`config.mk`:
```
export PLATFORM = sky130hd
export DESIGN_NAME = bpc_dbx_block_enc_flat
export DESIGN_NICKNAME = d
export VERILOG_FILES = /design/src/rtl/bpc_dbx_block_enc_if.sv /design/src/rtl/bpc_dbx_block_enc.sv /design/src/flat_wrapper.sv
export SDC_FILE = /design/constraint.sdc
export NUM_CORES = 1
export LEC_CHECK = 0
export ABC_AREA = 1
export CAP_MARGIN = 20
export CORE_ASPECT_RATIO = 1.75
export CORE_MARGIN = 1
export CORE_UTILIZATION = 35
export DETAILED_ROUTE_END_ITERATION = 10
export MAX_ROUTING_LAYER = met4
export PLACE_DENSITY = 0.56
export SLEW_MARGIN = 0
export SYNTH_ARGS = -nofsm -noshare
export SYNTH_HDL_FRONTEND = slang
export SYNTH_SLANG_ARGS = --single-unit
export TNS_END_PERCENT = 50
```
`constraint.sdc`:
```
create_clock -name clk_i -period 2.9 [get_ports clk_i]
set_clock_uncertainty 0.15 [all_clocks]
set_input_delay 0.29 -clock clk_i [delete_from_list [all_inputs] [get_ports clk_i]]
set_output_delay 0.29 -clock clk_i [all_outputs]
set_load 0.01 [all_outputs]
```
`src/rtl/bpc_dbx_block_enc_if.sv`:
```
// Handshake and block bus between the BPC word source,
// the DBP/DBX block stage and the sequential coder.
interface bpc_dbx_block_enc_if #(
    parameter int DATA_W     = 8,
    parameter int BLOCK_SIZE = 8
);
    localparam int PW = DATA_W + 1;
    localparam int NB = BLOCK_SIZE - 1;

    logic [DATA_W-1:0] data_i;
    logic              vld_i;
    logic              rdy_o;
    logic              flush_i;
    logic [DATA_W-1:0] base_o;
    logic [PW*NB-1:0]  dbp_o;
    logic [PW*NB-1:0]  dbx_o;
    logic              last_o;
    logic              vld_o;
    logic              rdy_i;
    logic              idle_o;

    modport slave (
        input  data_i, vld_i, flush_i, rdy_i,
        output rdy_o, base_o, dbp_o, dbx_o,
        output last_o, vld_o, idle_o
    );

    modport master (
        output data_i, vld_i, flush_i, rdy_i,
        input  rdy_o, base_o, dbp_o, dbx_o,
        input  last_o, vld_o, idle_o
    );
endinterface

```
`src/rtl/bpc_dbx_block_enc.sv`:
```
// BPC block stage: gathers BLOCK_SIZE words, emits base,
// delta bit-planes and XOR'd planes as one registered block.
module bpc_dbx_block_enc #(
    parameter int DATA_W      = 8,
    parameter int BLOCK_SIZE  = 8,
    parameter int SIGNED_DATA = 0
) (
    input logic                clk_i,
    input logic                rst_i,
    bpc_dbx_block_enc_if.slave bus
);
    localparam int PW = DATA_W + 1;
    localparam int NB = BLOCK_SIZE - 1;
    localparam int CW = $clog2(BLOCK_SIZE + 1);
    localparam logic [CW-1:0] FULL = CW'(BLOCK_SIZE);

    logic [DATA_W-1:0] buf_q [BLOCK_SIZE];
    logic [DATA_W-1:0] buf_d [BLOCK_SIZE];
    logic [CW-1:0]     cnt_q, cnt_d;
    logic              flushing_q, flushing_d;
    logic              lastp_q, lastp_d;
    logic              vld_q, vld_d;
    logic              last_q, last_d;
    logic [DATA_W-1:0] base_q, base_d;
    logic [PW*NB-1:0]  dbp_q, dbp_d;
    logic [PW*NB-1:0]  dbx_q, dbx_d;

    logic              full, acc, out_free;
    logic              load, blk_last;
    logic [CW-1:0]     cnt_a, wr_idx;
    logic [DATA_W-1:0] word [BLOCK_SIZE];
    logic [PW-1:0]     ext  [BLOCK_SIZE];
    logic [PW-1:0]     dlt  [NB];
    logic [PW-1:0]     dx   [NB];
    logic [PW*NB-1:0]  dbp_c, dbx_c;

    assign full     = cnt_q == FULL;
    assign out_free = !vld_q || bus.rdy_i;
    assign bus.rdy_o = !(full && !out_free) && !flushing_q;
    assign acc      = bus.vld_i && bus.rdy_o;
    assign cnt_a    = cnt_q + CW'(acc);
    assign wr_idx   = full ? '0 : cnt_q;

    // Block view: held words, bypassed incoming word, zero padding
    always_comb begin
        dbp_c = '0;
        dbx_c = '0;
        for (int i = 0; i < BLOCK_SIZE; i++) begin
            if (CW'(i) < cnt_q)
                word[i] = buf_q[i];
            else if (acc && CW'(i) == cnt_q)
                word[i] = bus.data_i;
            else
                word[i] = '0;
            if (SIGNED_DATA != 0)
                ext[i] = {word[i][DATA_W-1], word[i]};
            else
                ext[i] = {1'b0, word[i]};
        end
        for (int j = 0; j < NB; j++) begin
            dlt[j] = ext[j+1] - ext[j];
            dx[j]  = dlt[j] ^ (dlt[j] >> 1);
            for (int b = 0; b < PW; b++) begin
                dbp_c[b*NB+j] = dlt[j][b];
                dbx_c[b*NB+j] = dx[j][b];
            end
        end
    end

    always_comb begin
        cnt_d      = cnt_q;
        flushing_d = flushing_q;
        lastp_d    = lastp_q;
        buf_d      = buf_q;
        load       = 1'b0;
        blk_last   = 1'b0;
        if (flushing_q) begin
            if (out_free) begin
                load       = 1'b1;
                blk_last   = 1'b1;
                cnt_d      = '0;
                flushing_d = 1'b0;
            end
        end else if (full) begin
            if (out_free) begin
                load       = 1'b1;
                blk_last   = lastp_q | (bus.flush_i & !acc);
                cnt_d      = CW'(acc);
                flushing_d = acc & bus.flush_i;
                lastp_d    = 1'b0;
            end else begin
                lastp_d = lastp_q | bus.flush_i;
            end
        end else begin
            cnt_d = cnt_a;
            if (cnt_a == FULL) begin
                if (out_free) begin
                    load     = 1'b1;
                    blk_last = bus.flush_i;
                    cnt_d    = '0;
                end else begin
                    lastp_d = bus.flush_i;
                end
            end else if (bus.flush_i && cnt_a != '0) begin
                flushing_d = 1'b1;
            end
        end
        for (int i = 0; i < BLOCK_SIZE; i++)
            if (acc && CW'(i) == wr_idx)
                buf_d[i] = bus.data_i;
    end

    always_comb begin
        vld_d  = vld_q;
        last_d = last_q;
        base_d = base_q;
        dbp_d  = dbp_q;
        dbx_d  = dbx_q;
        if (load) begin
            vld_d  = 1'b1;
            last_d = blk_last;
            base_d = word[0];
            dbp_d  = dbp_c;
            dbx_d  = dbx_c;
        end else if (bus.rdy_i) begin
            vld_d = 1'b0;
        end
    end

    always_ff @(posedge clk_i) begin
        if (rst_i) begin
            for (int i = 0; i < BLOCK_SIZE; i++)
                buf_q[i] <= '0;
            cnt_q      <= '0;
            flushing_q <= 1'b0;
            lastp_q    <= 1'b0;
            vld_q      <= 1'b0;
            last_q     <= 1'b0;
            base_q     <= '0;
            dbp_q      <= '0;
            dbx_q      <= '0;
        end else begin
            buf_q      <= buf_d;
            cnt_q      <= cnt_d;
            flushing_q <= flushing_d;
            lastp_q    <= lastp_d;
            vld_q      <= vld_d;
            last_q     <= last_d;
            base_q     <= base_d;
            dbp_q      <= dbp_d;
            dbx_q      <= dbx_d;
        end
    end

    assign bus.vld_o  = vld_q;
    assign bus.last_o = last_q;
    assign bus.base_o = base_q;
    assign bus.dbp_o  = dbp_q;
    assign bus.dbx_o  = dbx_q;
    assign bus.idle_o = cnt_q == '0 && !vld_q && !flushing_q;
endmodule

```
`src/flat_wrapper.sv`:
```
// flat-port wrapper written by rule: the top's interface ports become plain ports
module bpc_dbx_block_enc_flat 
#(
    parameter int DATA_W      = 8,
    parameter int BLOCK_SIZE  = 8,
    parameter int SIGNED_DATA = 0
)
  (clk_i, rst_i, bus_data_i, bus_vld_i, bus_flush_i, bus_rdy_i, bus_rdy_o, bus_base_o, bus_dbp_o, bus_dbx_o, bus_last_o, bus_vld_o, bus_idle_o);
  bpc_dbx_block_enc_if #(.DATA_W(DATA_W), .BLOCK_SIZE(BLOCK_SIZE)) bus_i ();
  input logic clk_i;
  input logic rst_i;
  input wire logic [$bits(bus_i.data_i)-1:0] bus_data_i;
  input wire logic [$bits(bus_i.vld_i)-1:0] bus_vld_i;
  input wire logic [$bits(bus_i.flush_i)-1:0] bus_flush_i;
  input wire logic [$bits(bus_i.rdy_i)-1:0] bus_rdy_i;
  output wire logic [$bits(bus_i.rdy_o)-1:0] bus_rdy_o;
  output wire logic [$bits(bus_i.base_o)-1:0] bus_base_o;
  output wire logic [$bits(bus_i.dbp_o)-1:0] bus_dbp_o;
  output wire logic [$bits(bus_i.dbx_o)-1:0] bus_dbx_o;
  output wire logic [$bits(bus_i.last_o)-1:0] bus_last_o;
  output wire logic [$bits(bus_i.vld_o)-1:0] bus_vld_o;
  output wire logic [$bits(bus_i.idle_o)-1:0] bus_idle_o;
  assign bus_i.data_i = bus_data_i;
  assign bus_i.vld_i = bus_vld_i;
  assign bus_i.flush_i = bus_flush_i;
  assign bus_i.rdy_i = bus_rdy_i;
  assign bus_rdy_o = bus_i.rdy_o;
  assign bus_base_o = bus_i.base_o;
  assign bus_dbp_o = bus_i.dbp_o;
  assign bus_dbx_o = bus_i.dbx_o;
  assign bus_last_o = bus_i.last_o;
  assign bus_vld_o = bus_i.vld_o;
  assign bus_idle_o = bus_i.idle_o;
  bpc_dbx_block_enc #(.DATA_W(DATA_W), .BLOCK_SIZE(BLOCK_SIZE), .SIGNED_DATA(SIGNED_DATA)) u_core (.clk_i(clk_i), .rst_i(rst_i), .bus(bus_i));
endmodule
```
After elaboration in Yosys (flattened, before gate mapping)
Index checks and enable logic that the tools add are counted.
{ "op_classes": {"addsub": 8, "order_cmp": 8, "reduce_logical": 35, "muxes": 44, "n_bitwise": 12, "eq_ne": 19} }
{ "ops": {"columns": ["op", "count"], "rows": [
  ["8-bit two-way mux", 16],
  ["8-bit by 8-bit subtractor with 9-bit output", 7],
  ["9-bit by 8-bit XOR with 9-bit output", 7],
  ["3-bit by 4-bit == test with 1-bit output, first input constant", 8],
  ["4-bit two-way mux", 7],
  ["1-bit logical AND", 22],
  ["1-bit two-way mux", 21],
  ["2-bit by 4-bit == test with 1-bit output, first input constant", 4],
  ["3-bit by 4-bit < comparator with 1-bit output, first input constant", 4],
  ["1-bit by 4-bit == test with 1-bit output, first input constant", 2],
  ["4-bit == test, second input constant", 2],
  ["4-bit zero test", 2],
  ["1-bit by 4-bit < comparator with 1-bit output, first input constant", 2],
  ["2-bit by 4-bit < comparator with 1-bit output, first input constant", 2],
  ["1-bit zero test", 5],
  ["4-bit by 1-bit adder with 4-bit output", 1],
  ["2-bit != test, second input constant", 2],
  ["2-bit nonzero test", 2],
  ["4-bit nonzero test", 1],
  ["3-bit AND reduction", 1],
  ["1-bit bitwise AND", 2],
  ["2-bit by 1-bit != test with 1-bit output, second input constant", 1],
  ["1-bit bitwise OR", 2],
  ["2-bit AND reduction", 1],
  ["other kinds (2)", 2]
]} }
{ "totals": {"reg_bits": 206} }

Depth between registers and ports, before layout
Gate-level depths: netlist of the first run.
{ "depth": {"depth_word": 14, "mapped_depth": 26} }

Worst setup path before layout of the first run
OpenSTA, ideal clock, no wires.
{ "synth_timing": {"kind": "flip-flop to flip-flop", "startpoint": "register u_core.vld_q (netlist: u_core.bus.vld_o)", "endpoint": "register u_core.dbx_q[34] (netlist: u_core.bus.dbx_o[34])", "path_stages_with_launch": 20, "path_buffers": 1, "t_arrival_ns": 2.950, "setup_time_ns": 0.117, "period_less_slack_ns": 3.217, "setup_slack_ns": -0.317, "t_required_ns": 2.633, "cell_sequence": "dfxtp_1 > inv_2 > nor2_4 > inv_2 > nand2_1 > nand2_8 > nand3_4 > buf_1 > nor2_1 > a21oi_1 > inv_1 > fa_1 > inv_1 > nand3_1 > nand2_1 > nand2_1 > xor2_1 > nand2_1 > o21ai_0 > nor2_1"} }
{ "synth_between": {"elab_chain_cells": 12, "elab_cells_between_ends": 21, "classes_between": "2 x add/sub; 1 x eq/ne; 8 x mux; 1 x bitwise; 9 x reduce/logical"} }
{ "synth_lines": {"columns": ["element", "line", "text"], "rows": [
  ["from (decl)", "bpc_dbx_block_enc.sv:22", "logic vld_q, vld_d;"],
  ["from (signal assigned)", "bpc_dbx_block_enc.sv:147", "vld_q <= vld_d;"],
  ["1-bit zero test *", "bpc_dbx_block_enc.sv:38", "assign out_free = !vld_q || bus.rdy_i;"],
  ["1-bit logical OR *", "bpc_dbx_block_enc.sv:38", null],
  ["1-bit zero test *", "bpc_dbx_block_enc.sv:39", "assign bus.rdy_o = !(full && !out_free) && !flushing_q;"],
  ["1-bit logical AND *", "bpc_dbx_block_enc.sv:39", null],
  ["1-bit zero test *", "bpc_dbx_block_enc.sv:39", null],
  ["1-bit logical AND *", "bpc_dbx_block_enc.sv:39", null],
  ["via bus_rdy_o", "flat_wrapper.sv:16", "output wire logic [$bits(bus_i.rdy_o)-1:0] bus_rdy_o;"],
  ["1-bit logical AND *", "bpc_dbx_block_enc.sv:40", "assign acc = bus.vld_i && bus.rdy_o;"],
  ["1-bit logical AND or 4-bit by 1-bit adder with 4-bit output (tied branches)", "bpc_dbx_block_enc.sv:51, bpc_dbx_block_enc.sv:41", null],
  ["8-bit two-way mux or 4-bit == test (tied branches)", "bpc_dbx_block_enc.sv:51, bpc_dbx_block_enc.sv:96", null],
  ["8-bit two-way mux or 1-bit two-way mux (tied branches)", "bpc_dbx_block_enc.sv:49, bpc_dbx_block_enc.sv:96", null],
  ["8-bit by 8-bit subtractor with 9-bit output or 1-bit two-way mux (tied branches)", "bpc_dbx_block_enc.sv:61, bpc_dbx_block_enc.sv:84", null],
  ["9-bit by 8-bit XOR with 9-bit output or 1-bit two-way mux (tied branches)", "bpc_dbx_block_enc.sv:62, bpc_dbx_block_enc.sv:77", null],
  ["to (signal assigned)", "bpc_dbx_block_enc.sv:141", "dbx_q <= '0;"],
  ["to (signal assigned)", "bpc_dbx_block_enc.sv:151", "dbx_q <= dbx_d;"],
  ["to (decl)", "bpc_dbx_block_enc.sv:26", "logic [PW*NB-1:0] dbx_q, dbx_d;"]
]} }
Mark *: on every way through the listed nets, which the timed path passes. The rest lies on a longest branch.
A chain may end at the register's enable or synchronous reset.

Worst setup path after layout of the first run
{ "layout_timing": {"startpoint": "register u_core.cnt_q[2]", "endpoint": "register u_core.dbx_q[10] (netlist: u_core.bus.dbx_o[10])"} }
{ "layout_between": {"elab_chain_cells": 10, "elab_cells_between_ends": 22, "classes_between": "2 x add/sub; 2 x order compare; 4 x eq/ne; 7 x mux; 1 x bitwise; 6 x reduce/logical"} }
{ "layout_lines": {"columns": ["element", "line", "text"], "rows": [
  ["from (decl)", "bpc_dbx_block_enc.sv:19", "logic [CW-1:0] cnt_q, cnt_d;"],
  ["from (signal assigned)", "bpc_dbx_block_enc.sv:144", "cnt_q <= cnt_d;"],
  ["4-bit == test", "bpc_dbx_block_enc.sv:37", "assign full = cnt_q == FULL;"],
  ["1-bit logical AND", "bpc_dbx_block_enc.sv:39", null],
  ["1-bit zero test", "bpc_dbx_block_enc.sv:39", null],
  ["1-bit logical AND", "bpc_dbx_block_enc.sv:39", null],
  ["1-bit logical AND", "bpc_dbx_block_enc.sv:40", null],
  ["1-bit logical AND or 4-bit by 1-bit adder with 4-bit output (tied branches)", "bpc_dbx_block_enc.sv:51, bpc_dbx_block_enc.sv:41", null],
  ["8-bit two-way mux or 4-bit == test (tied branches)", "bpc_dbx_block_enc.sv:51, bpc_dbx_block_enc.sv:96", null],
  ["8-bit two-way mux or 1-bit two-way mux (tied branches)", "bpc_dbx_block_enc.sv:49, bpc_dbx_block_enc.sv:96", null],
  ["8-bit by 8-bit subtractor with 9-bit output or 1-bit two-way mux (tied branches)", "bpc_dbx_block_enc.sv:61, bpc_dbx_block_enc.sv:84", null],
  ["9-bit by 8-bit XOR with 9-bit output or 1-bit two-way mux (tied branches)", "bpc_dbx_block_enc.sv:62, bpc_dbx_block_enc.sv:77", null]
]} }
Parallel ways exist; a longest one is shown, timed or not.

==> results.toml, run 1 <==
[logic_synthesis]
synth-seq-area-share = 0.3301
synth_edf_count = 0
ys_dominant_reg_cell = "dfxtp_1"
synthArstFlopShare = 0
synth.distinct_cells = 56
ys_warn_count = 0
synthCells = 1883
synth_area_sq_um = 12070
avgSynthCellArea_sq_um = 6.409
ys_seq_elements = 199
synth_nets = 1938

[sta]
worstMarginPinSlew_ns = 0.5750
fin_setup_tns_ns = -0.1541
final_hold_viol_count = 0
setup_violations = 13
period_share = 1.011
worst_slack_ns = -0.03057
relSlewSlack = 0.6167
slew_violations = 0
fmax_mhz = 341.2
rsz0062_at_grt = "yes"
period_needed_ns = 2.931
worst_hold_slack_ns = 0.05304

[global_routing]
gr-total-overflow = 0
grt_use_met2 = 0.4253
grt_pass1_wl_microns = 64020
grt_max_degree = 107
grt_antenna_before_repair = 0
use_met3 = 0.02971
busiest_layer = "met2"
met1_usage = 0.2631
grt_util_all_layers = 0.2406
grt_pass1_vias = 12830

[setup_path]
cpPeakStageDelay_ns = 0.37
required_ns = 3.12
path_delay_family = "simple AND/OR/NAND/NOR gates"
critPathCaptureType = "register"
cp_num_buf_inv = 7
critical_path.cell_chain = "nor2_4, nand3_4, nand2_4, nor2_4, ha_4, ha_4, xnor2_2, inv_2, nor3_2, inv_1, nor2_2, inv_2, a21oi_4, buf_12, inv_12, buf_4, nor2_2, inv_1, a311oi_2"
start_kind = "register"
crit_path_max_fanout = 27
rr_worst_depth = 19
critPathSlowestCell = "dfxtp_4"
critical_path_class = "register to register"
cp.arrival_ns = 3.15
cp.depth = 19

[cts]
cts_root_buf = "clkbuf_16"
cts_max_level = 4
clockBufferDepth = 2
numCtsBuffers = 17
hold_buffers = 0
cts.sinks = 199
clk_pin_slew_ns = 0.08
insertion_delay_ns = 0.46
cts_tree = "built"

[layout]
syn_to_final_growth_pct = 58.54
n_antenna_cell = 0
layout_common_cells = "498 x nand2_1, 339 x buf_4, 209 x inv_1"
final_common_cell = "nand2_1"
instances_no_fill = 2841
layout-drive-gt1-share = 0.3453
fin_nets = 2428

[routing]
wl_microns = 41850
vias = 13540
drc_errors = 0
wire_per_inst_microns = 14.73
drt-pass1-iter-count = 5
routed_via_density = 4.765
final_antenna_net_count = 0
drt-initial-drc-count = 581

[run_status]
failed_checks = "negative setup slack"
outcome = "finished, violations left"

[die]
fp.dieH_microns = 247.6
initial_core_util = 0.3565
io_pins = 151
die_area_sq_um = 35260
num_rows = 89
fp.coreArea_sq_um = 33850
die_x_microns = 142.4

[power]
p_per_area_nw_per_um2 = 483.8
vdd_ir_drop_max_mv = 0.4198
p_leak_nw = 8.897

[placed_design]
hpwl_microns = 31150
gp_congestion = 0.9438
dp_cells = 2740
portBuffers = 150

[min_path]
min_path_type = "primary input to register"
hold_depth = 2

[flow_run]
maxCapViolCount = 0
## layer usage
| layer | part of all wire | vias to the layer above | wire length, microns |
|---|---|---|---|
| met2 | 0.52 | 259 | 21740 |
| li1 | - | 6952 | - |
| met1 | 0.41 | 6247 | 17050 |
| met4 | 0.046 | 0 | 1905 |
| met5 | 0 | - | 0 |
| met3 | 0.028 | 80 | 1166 |
## repair_timing
action                                  CTS  global route
endpoints found under the setup margin  120           127
gates resized for setup                 124           283
pin swaps                                31            90
gates cloned                              3             2
buffers inserted                         35            32
## path summary, 6_finish.rpt
path                       start  slack (ns)              endpoint
max              u_core.cnt_q[2]       -0.03  u_core.bus.dbx_o[10]
min                        rst_i        0.05  u_core.bus.dbp_o[29]
max reg2reg      u_core.cnt_q[2]       -0.03  u_core.bus.dbx_o[10]
min reg2reg  u_core.bus.dbp_o[4]        0.31   u_core.bus.dbp_o[4]
## per-stage QoR
step                  util  area [sq um]  worst slack (ns)  total power, mW
global route        0.5652         19130           -0.1999            9.711
floorplan                -         12200          -0.09317            4.648
detailed placement  0.4850         16420           -0.6520            5.989
CTS                 0.5266         17830          -0.02733            8.798
global placement    0.4850         16420           -0.5510            5.951
finish              0.5652         19130          -0.03057            9.257
## cells in the mapped netlist (21+ instances only)
cell type	number	area share
inv_1	240	0.075
a21oi_1	177	0.073
nand3_1	110	0.046
nand2_2	21	0.011
nor2_1	186	0.058
ha_1	38	0.039
dfxtp_1	199	0.33
o21ai_0	50	0.021
nand2_1	582	0.18
clkbuf_1	40	0.012
nor2_2	31	0.016
## where the power goes
part           leakage [nW]  internal [mW]  switching (mW)
clock network         0.293           1.30            1.21
logic                  6.99           1.72            1.92
registers              1.62           2.97           0.149
total                  8.90           5.98            3.27
## state kept, by name, summed over array words and instances (netlist names)
| name | cells |
|---|---|
| u_core.flushing_q | 1 |
| u_core.bus.dbp_o | 56 |
| u_core.cnt_q | 4 |
| u_core.buf_q | 64 |
| u_core.lastp_q | 1 |
| u_core.bus.dbx_o | 63 |
| u_core.bus.last_o | 1 |
| u_core.bus.base_o | 8 |
| u_core.bus.vld_o | 1 |
## logic make-up after synthesis
| kind of cell | count (synthesis) | share of synthesized area |
|---|---|---|
| AND/OR/NAND/NOR | 989 | 0.3577 |
| buffers and inverters | 331 | 0.1104 |
| AO/OA/AOI/OAI | 310 | 0.1464 |
| flip-flops | 199 | 0.3301 |
| adder cells (fa/ha/maj) | 42 | 0.04603 |
| XOR/XNOR | 12 | 0.009331 |
## worst register-to-register path, delay by kind of cell, from the launching register on
family                     cells  cell delay (ns)
and+or+nand+nor                7             0.74
buffers and inverters          7             0.73
DFF                            1             0.37
AOI/OAI and AO/OA              2             0.37
adders and majority gates      2             0.32
xor gates and xnor gates       1             0.16
## cell type report
cell class                      count  area (sq um)
Multi-Input combinational cell   1354          8093
Clock inverter                     14         167.7
Fill cell                        3314         14720
Inverter                          258         998.5
Sequential cell                   199          3998
Timing Repair Buffer              543          4877
Clock buffer                       18         429.2
Tap cell                          455         569.3
Power figures use the tool's default switching activity.
==> inputs of run 2 (changes only) <==
--- a/config.mk
+++ b/config.mk
@@ -13,6 +13,7 @@
 export DETAILED_ROUTE_END_ITERATION = 10
 export MAX_ROUTING_LAYER = met4
 export PLACE_DENSITY = 0.56
+export SKIP_LAST_GASP = 1
 export SLEW_MARGIN = 0
 export SYNTH_ARGS = -nofsm -noshare
 export SYNTH_HDL_FRONTEND = slang
==> run 2 against run 1 <==
The run still ends with negative setup slack left. Clock power about the same. Sequential power about the same. Cell count up 0.28%. Design area up 0.69%. Die area unchanged. Setup slack worse by 0.043 ns. Highest routed layer unchanged. Largest cell class unchanged. Critical path depth up 1. First-iteration DRC count up 4.6%. Wire length up 0.53%. Fmax down 1.5%. Core utilization up 0.39 points.
==> results.toml, run 2 (synthesized netlist as in run 1, its figures left out) <==
[run_status]
outcome = "finished, violations left"
failed_checks = "negative setup slack"

[setup_path]
critical_path_class = "register to register"
critPathCaptureType = "register"
cpPeakStageDelay_ns = 0.37
cp_num_buf_inv = 8
critical_path.cell_chain = "nor2_4, nand3_4, nand2_4, nor2_2, ha_4, ha_4, xnor2_2, inv_2, nor3_2, inv_1, nor2_2, inv_2, a21oi_4, buf_12, buf_12, clkinv_16, buf_4, nor2_4, inv_1, a311oi_1"
required_ns = 3.12
cp.arrival_ns = 3.19
crit_path_max_fanout = 7
path_delay_family = "buffers and inverters"
start_kind = "register"
critPathSlowestCell = "dfxtp_4"

[layout]
multi_input_area_sq_um = 8041
layout_common_cells = "500 x nand2_1, 342 x buf_4, 212 x inv_1"
final_common_cell = "nand2_1"
layout-drive-gt1-share = 0.3421
regMostFlops = "u_core.buf_q"
ff_latch_area_sq_um = 3995
fill_cells = 3266
largest_reg_flops = 64
fin_nets = 2436
instances_no_fill = 2849
n_antenna_cell = 0
syn_to_final_growth_pct = 59.64

[power]
p_leak_nw = 8.922
p_sw_mw = 3.265
power_frac_seq = 0.335
p_per_area_nw_per_um2 = 483.1
p_comb_frac = 0.396
clockPowerShare = 0.269
p_int_mw = 6.042
switching_share = 0.3508
vdd_ir_drop_max_mv = 0.4251
p_total_mw = 9.307

[die]
initial_core_util = 0.3565
die_area_sq_um = 35260
fp.dieH_microns = 247.6
io_pins = 151
die_x_microns = 142.4
num_rows = 89
fp.coreArea_sq_um = 33850

[global_routing]
grt_util_all_layers = 0.2405
grt_pass1_wl_microns = 64030
grt_max_degree = 107
grt_pass1_vias = 12830
grt_antenna_before_repair = 0
gr-total-overflow = 0

[sta]
period_share = 1.025
fmax_mhz = 336.3
final_hold_viol_count = 0
worst_hold_slack_ns = 0.05654
relSlewSlack = 0.6268
period_needed_ns = 2.974
rsz0062_at_grt = "yes"
worstMarginPinSlew_ns = 0.5599
slew_violations = 0
worst_slack_ns = -0.07375
setup_violations = 33

[routing]
drt-pass1-iter-count = 5
final_antenna_net_count = 0
drc_errors = 0
vias = 13680
wire_per_inst_microns = 14.77
routed_via_density = 4.800
wl_microns = 42070
drt-initial-drc-count = 608

[min_path]
min_path_type = "primary input to register"

[cts]
insertion_delay_ns = 0.46
cts_tree = "built"
hold_buffers = 0
cts_max_level = 4
clk_pin_slew_ns = 0.08
cts.sinks = 199
clockBufferDepth = 2
cts_root_buf = "clkbuf_16"
numCtsBuffers = 17

[placed_design]
hpwl_microns = 31150
gp_congestion = 0.9438
pre_cts_slack_ns = -0.6520
portBuffers = 150
dp_cells = 2740

[flow_run]
maxCapViolCount = 0
run 2: cell types whose count changed in the layout (fill, tap and decap cells not counted), moves of 4 or more:
cell,previous run,this run
buf_12,14,22
a21oi_1,145,151
a21oi_2,32,26
o21ai_0,41,35
buf_6,30,25
nand3_2,31,26
nand2_4,24,20
nand3_4,16,20
o21ai_2,16,20
run 2: through the flow:
step	utilization	TNS, ns	instance area, sq um
final	0.5691	-0.9303	19260
after global routing	0.5691	-14.84	19260
after CTS	0.5259	-0.3548	17800
after detailed placement	0.4850	-64.12	16420
after global placement	0.4850	-51.80	16420
after floorplan	-	-2.826	12200
run 2: power groups by stage:
stage	Sequential [mW]	Combinational, mW	Clock [mW]
floorplan	3.23	1.41	0
global placement	3.18	2.77	0
detailed placement	3.18	2.81	0
CTS	3.12	3.12	2.56
global route	3.14	3.98	2.66
finish	3.12	3.68	2.51
run 2: timing repair:
action                     in CTS  in global routing
gates resized for setup       118                278
setup endpoints to repair     120                127
cloned                          3                  8
setup buffers                  35                 35
pin swaps                      31                 66
hold endpoints to repair        0                  0
run 2: metal layers:
| metal | track usage | vias to the layer above | routed length [microns] |
|---|---|---|---|
| met5 | - | - | 0 |
| met4 | 0.1208 | 0 | 1898 |
| met3 | 0.02855 | 93 | 1196 |
| met2 | 0.4252 | 299 | 22020 |
| met1 | 0.2640 | 6315 | 16960 |
| li1 | - | 6969 | - |
run 2: path summary, 6_finish.rpt:
kind               startpoint                   end  slack (ns)  cells after the start
max           u_core.cnt_q[1]  u_core.bus.dbx_o[13]       -0.07                     20
min                     rst_i   u_core.bus.dbp_o[1]        0.06                      2
max reg2reg   u_core.cnt_q[1]  u_core.bus.dbx_o[13]       -0.07                     20
min reg2reg  u_core.buf_q[63]      u_core.buf_q[63]        0.31                      2
run 2: layout make-up:
type | instances | area share
multi-input combinational | 1354 | 0.4174
inverter | 258 | 0.05215
tap | 455 | 0.02955
timing repair inverter | 2 | 0.001883
sequential | 199 | 0.2074
timing repair buffer | 549 | 0.2606
clock inverter | 14 | 0.008703
clock buffer | 18 | 0.02228
==> inputs of run 3 (changes only) <==
--- a/config.mk
+++ b/config.mk
@@ -11,6 +11,7 @@
 export CORE_MARGIN = 1
 export CORE_UTILIZATION = 35
 export DETAILED_ROUTE_END_ITERATION = 10
+export GPL_ROUTABILITY_DRIVEN = 0
 export MAX_ROUTING_LAYER = met4
 export PLACE_DENSITY = 0.56
 export SKIP_LAST_GASP = 1
==> run 3 against run 2 <==
Combinational power grew 2%. Critical path type unchanged. The flow still finishes with violations (negative setup slack). Register-to-register slack gained 0.04 ns. Sequential share of layout area grew 0.20 points. Via count shrank 0.57%. Worst hold slack gained 0.0051 ns. First-iteration DRC count grew 11%. Count of clock-buffer cells in the layout grew 2. Clock power grew 4%. Wire length shrank 0.30%. Fmax grew 1.4%.
==> results.toml, run 3 (synthesized netlist as in run 1, its figures left out) <==
[global_routing]
grt_antenna_before_repair = 0
grt_max_degree = 107
grt_pass1_vias = 12560
gr-total-overflow = 0
grt_pass1_wl_microns = 63560
grt_util_all_layers = 0.2390

[die]
fp.dieH_microns = 247.6
die_x_microns = 142.4
initial_core_util = 0.3565
num_rows = 89
die_area_sq_um = 35260
io_pins = 151
fp.coreArea_sq_um = 33850

[power]
p_per_area_nw_per_um2 = 496.2
vdd_ir_drop_max_mv = 0.5088
p_leak_nw = 8.836

[routing]
wl_met1_microns = 17180
drc_errors = 0
vias = 13600
drt-pass1-iter-count = 5
met3_length_microns = 1308
wl_microns = 41950
final_antenna_net_count = 0
drt-initial-drc-count = 674
met2_length_microns = 21520
routed_via_density = 4.817
wire_per_inst_microns = 14.86
highest_layer = "met4"

[sta]
period_share = 1.011
worst_hold_slack_ns = 0.06168
final_hold_viol_count = 0
rsz0062_at_grt = "yes"
slew_violations = 0
relSlewSlack = 0.6176
fmax_mhz = 340.9
worstMarginPinSlew_ns = 0.5736
setup_violations = 7
worst_slack_ns = -0.03318
period_needed_ns = 2.933

[cts]
clk_pin_slew_ns = 0.08
cts_tree = "built"
cts_max_level = 4
clockBufferDepth = 2
cts_root_buf = "clkbuf_16"
hold_buffers = 0
numCtsBuffers = 17
cts.sinks = 199
insertion_delay_ns = 0.47

[setup_path]
critPathCaptureType = "register"
critical_path_class = "register to register"
rr_startpoint = "u_core.cnt_q[1]"
required_ns = 3.11
start_kind = "register"
cp.arrival_ns = 3.15
setup.worst_path.start = "u_core.cnt_q[1]"
crit_path_max_fanout = 6
rr_worst_depth = 21
ff2ff_setup_slack_ns = -0.03
r2r-end = "u_core.bus.dbx_o[37]"
crit_end = "u_core.bus.dbx_o[37]"

[layout]
n_antenna_cell = 0
instances_no_fill = 2823
fin_nets = 2411
layout_common_cells = "504 x nand2_1, 319 x buf_4, 212 x inv_1"
syn_to_final_growth_pct = 58.12
regMostFlops = "u_core.buf_q"
final_common_cell = "nand2_1"
largest_reg_flops = 64
layout-drive-gt1-share = 0.3302

[placed_design]
hpwl_microns = 30660
portBuffers = 150
dp_cells = 2732
pre_cts_slack_ns = -0.5812

[run_status]
failed_checks = "negative setup slack"
outcome = "finished, violations left"

[flow_run]
maxCapViolCount = 0

[min_path]
min_path_type = "primary input to register"
run 3: cell count changes in the layout (fill, tap and decap cells not counted), moves of 4 or more:
cell,previous run,this run
nor2_4,31,37
nand2_2,87,77
nor2_2,50,46
buf_4,342,319
buf_6,25,30
nand2_4,20,26
nand2_1,500,504
o21ai_0,35,39
buf_12,22,14
run 3: how the worst min path moves through the flow:
| stage | endpoint | slack [ns] | from | depth (start not counted) |
|---|---|---|---|---|
| finish | u_core.bus.dbp_o[28] | 0.06 | rst_i | 2 |
| global route | u_core.bus.dbx_o[56] | 0.07 | rst_i | 2 |
| CTS | u_core.bus.dbp_o[28] | 0.05 | rst_i | 2 |
| detailed placement | u_core.buf_q[58] | 0.29 | u_core.buf_q[58] | 2 |
| global placement | u_core.buf_q[62] | 0.28 | u_core.buf_q[62] | 2 |
| floorplan | u_core.buf_q[62] | 0.27 | u_core.buf_q[62] | 2 |
run 3: timing repair:
item	4_1_cts	5_1_grt
endpoints found under the setup margin	115	125
buffers inserted	18	32
cloned	6	6
pin swaps	28	75
gates resized for setup	84	302
run 3: cell type report:
cell class | count | area (sq um)
timing repair buffer | 525 | 4815
clock inverter | 11 | 161.4
fill | 3241 | 14770
multi-input combinational | 1354 | 8064
tap | 455 | 569.3
clock buffer | 20 | 456.7
sequential | 199 | 3995
timing repair inverter | 1 | 30.03
inverter | 258 | 991.0
run 3: critical path: stages (launching register included):
cell	delay [ns]
dfxtp_4	0.38
nor2_4	0.19
nand3_4	0.11
nand2_4	0.09
nor2_4	0.04
ha_4	0.16
buf_4	0.12
buf_4	0.12
nand2_1	0.07
xor2_1	0.24
nor2_2	0.08
inv_2	0.08
a21oi_4	0.06
buf_12	0.15
buf_4	0.14
buf_12	0.13
buf_6	0.11
clkbuf_16	0.14
nand2_4	0.08
nand2_2	0.06
nor2_1	0.08
nor2_1	0.05
run 3: power by group:
group | switching (mW) | internal [mW] | total (mW)
sequential | 0.147 | 2.97 | 3.11
combinational | 1.94 | 1.81 | 3.75
clock | 1.18 | 1.42 | 2.60
total | 3.28 | 6.19 | 9.47
run 3: stage by stage:
stage	utilization	total power, mW	cell area [sq um]	TNS [ns]
floorplan	-	4.648	12200	-2.826
global placement	0.4833	5.977	16360	-49.44
detailed placement	0.4833	6.012	16360	-53.86
CTS	0.5191	8.895	17570	-0.04962
global route	0.5637	9.942	19080	-13.23
finish	0.5637	9.468	19080	-0.1257
run 3: layer usage:
metal  track usage  vias up
met4        0.1167        0
met5             -        -
met2        0.4141      295
li1              -     6919
met3       0.02759       88
met1        0.2709     6296
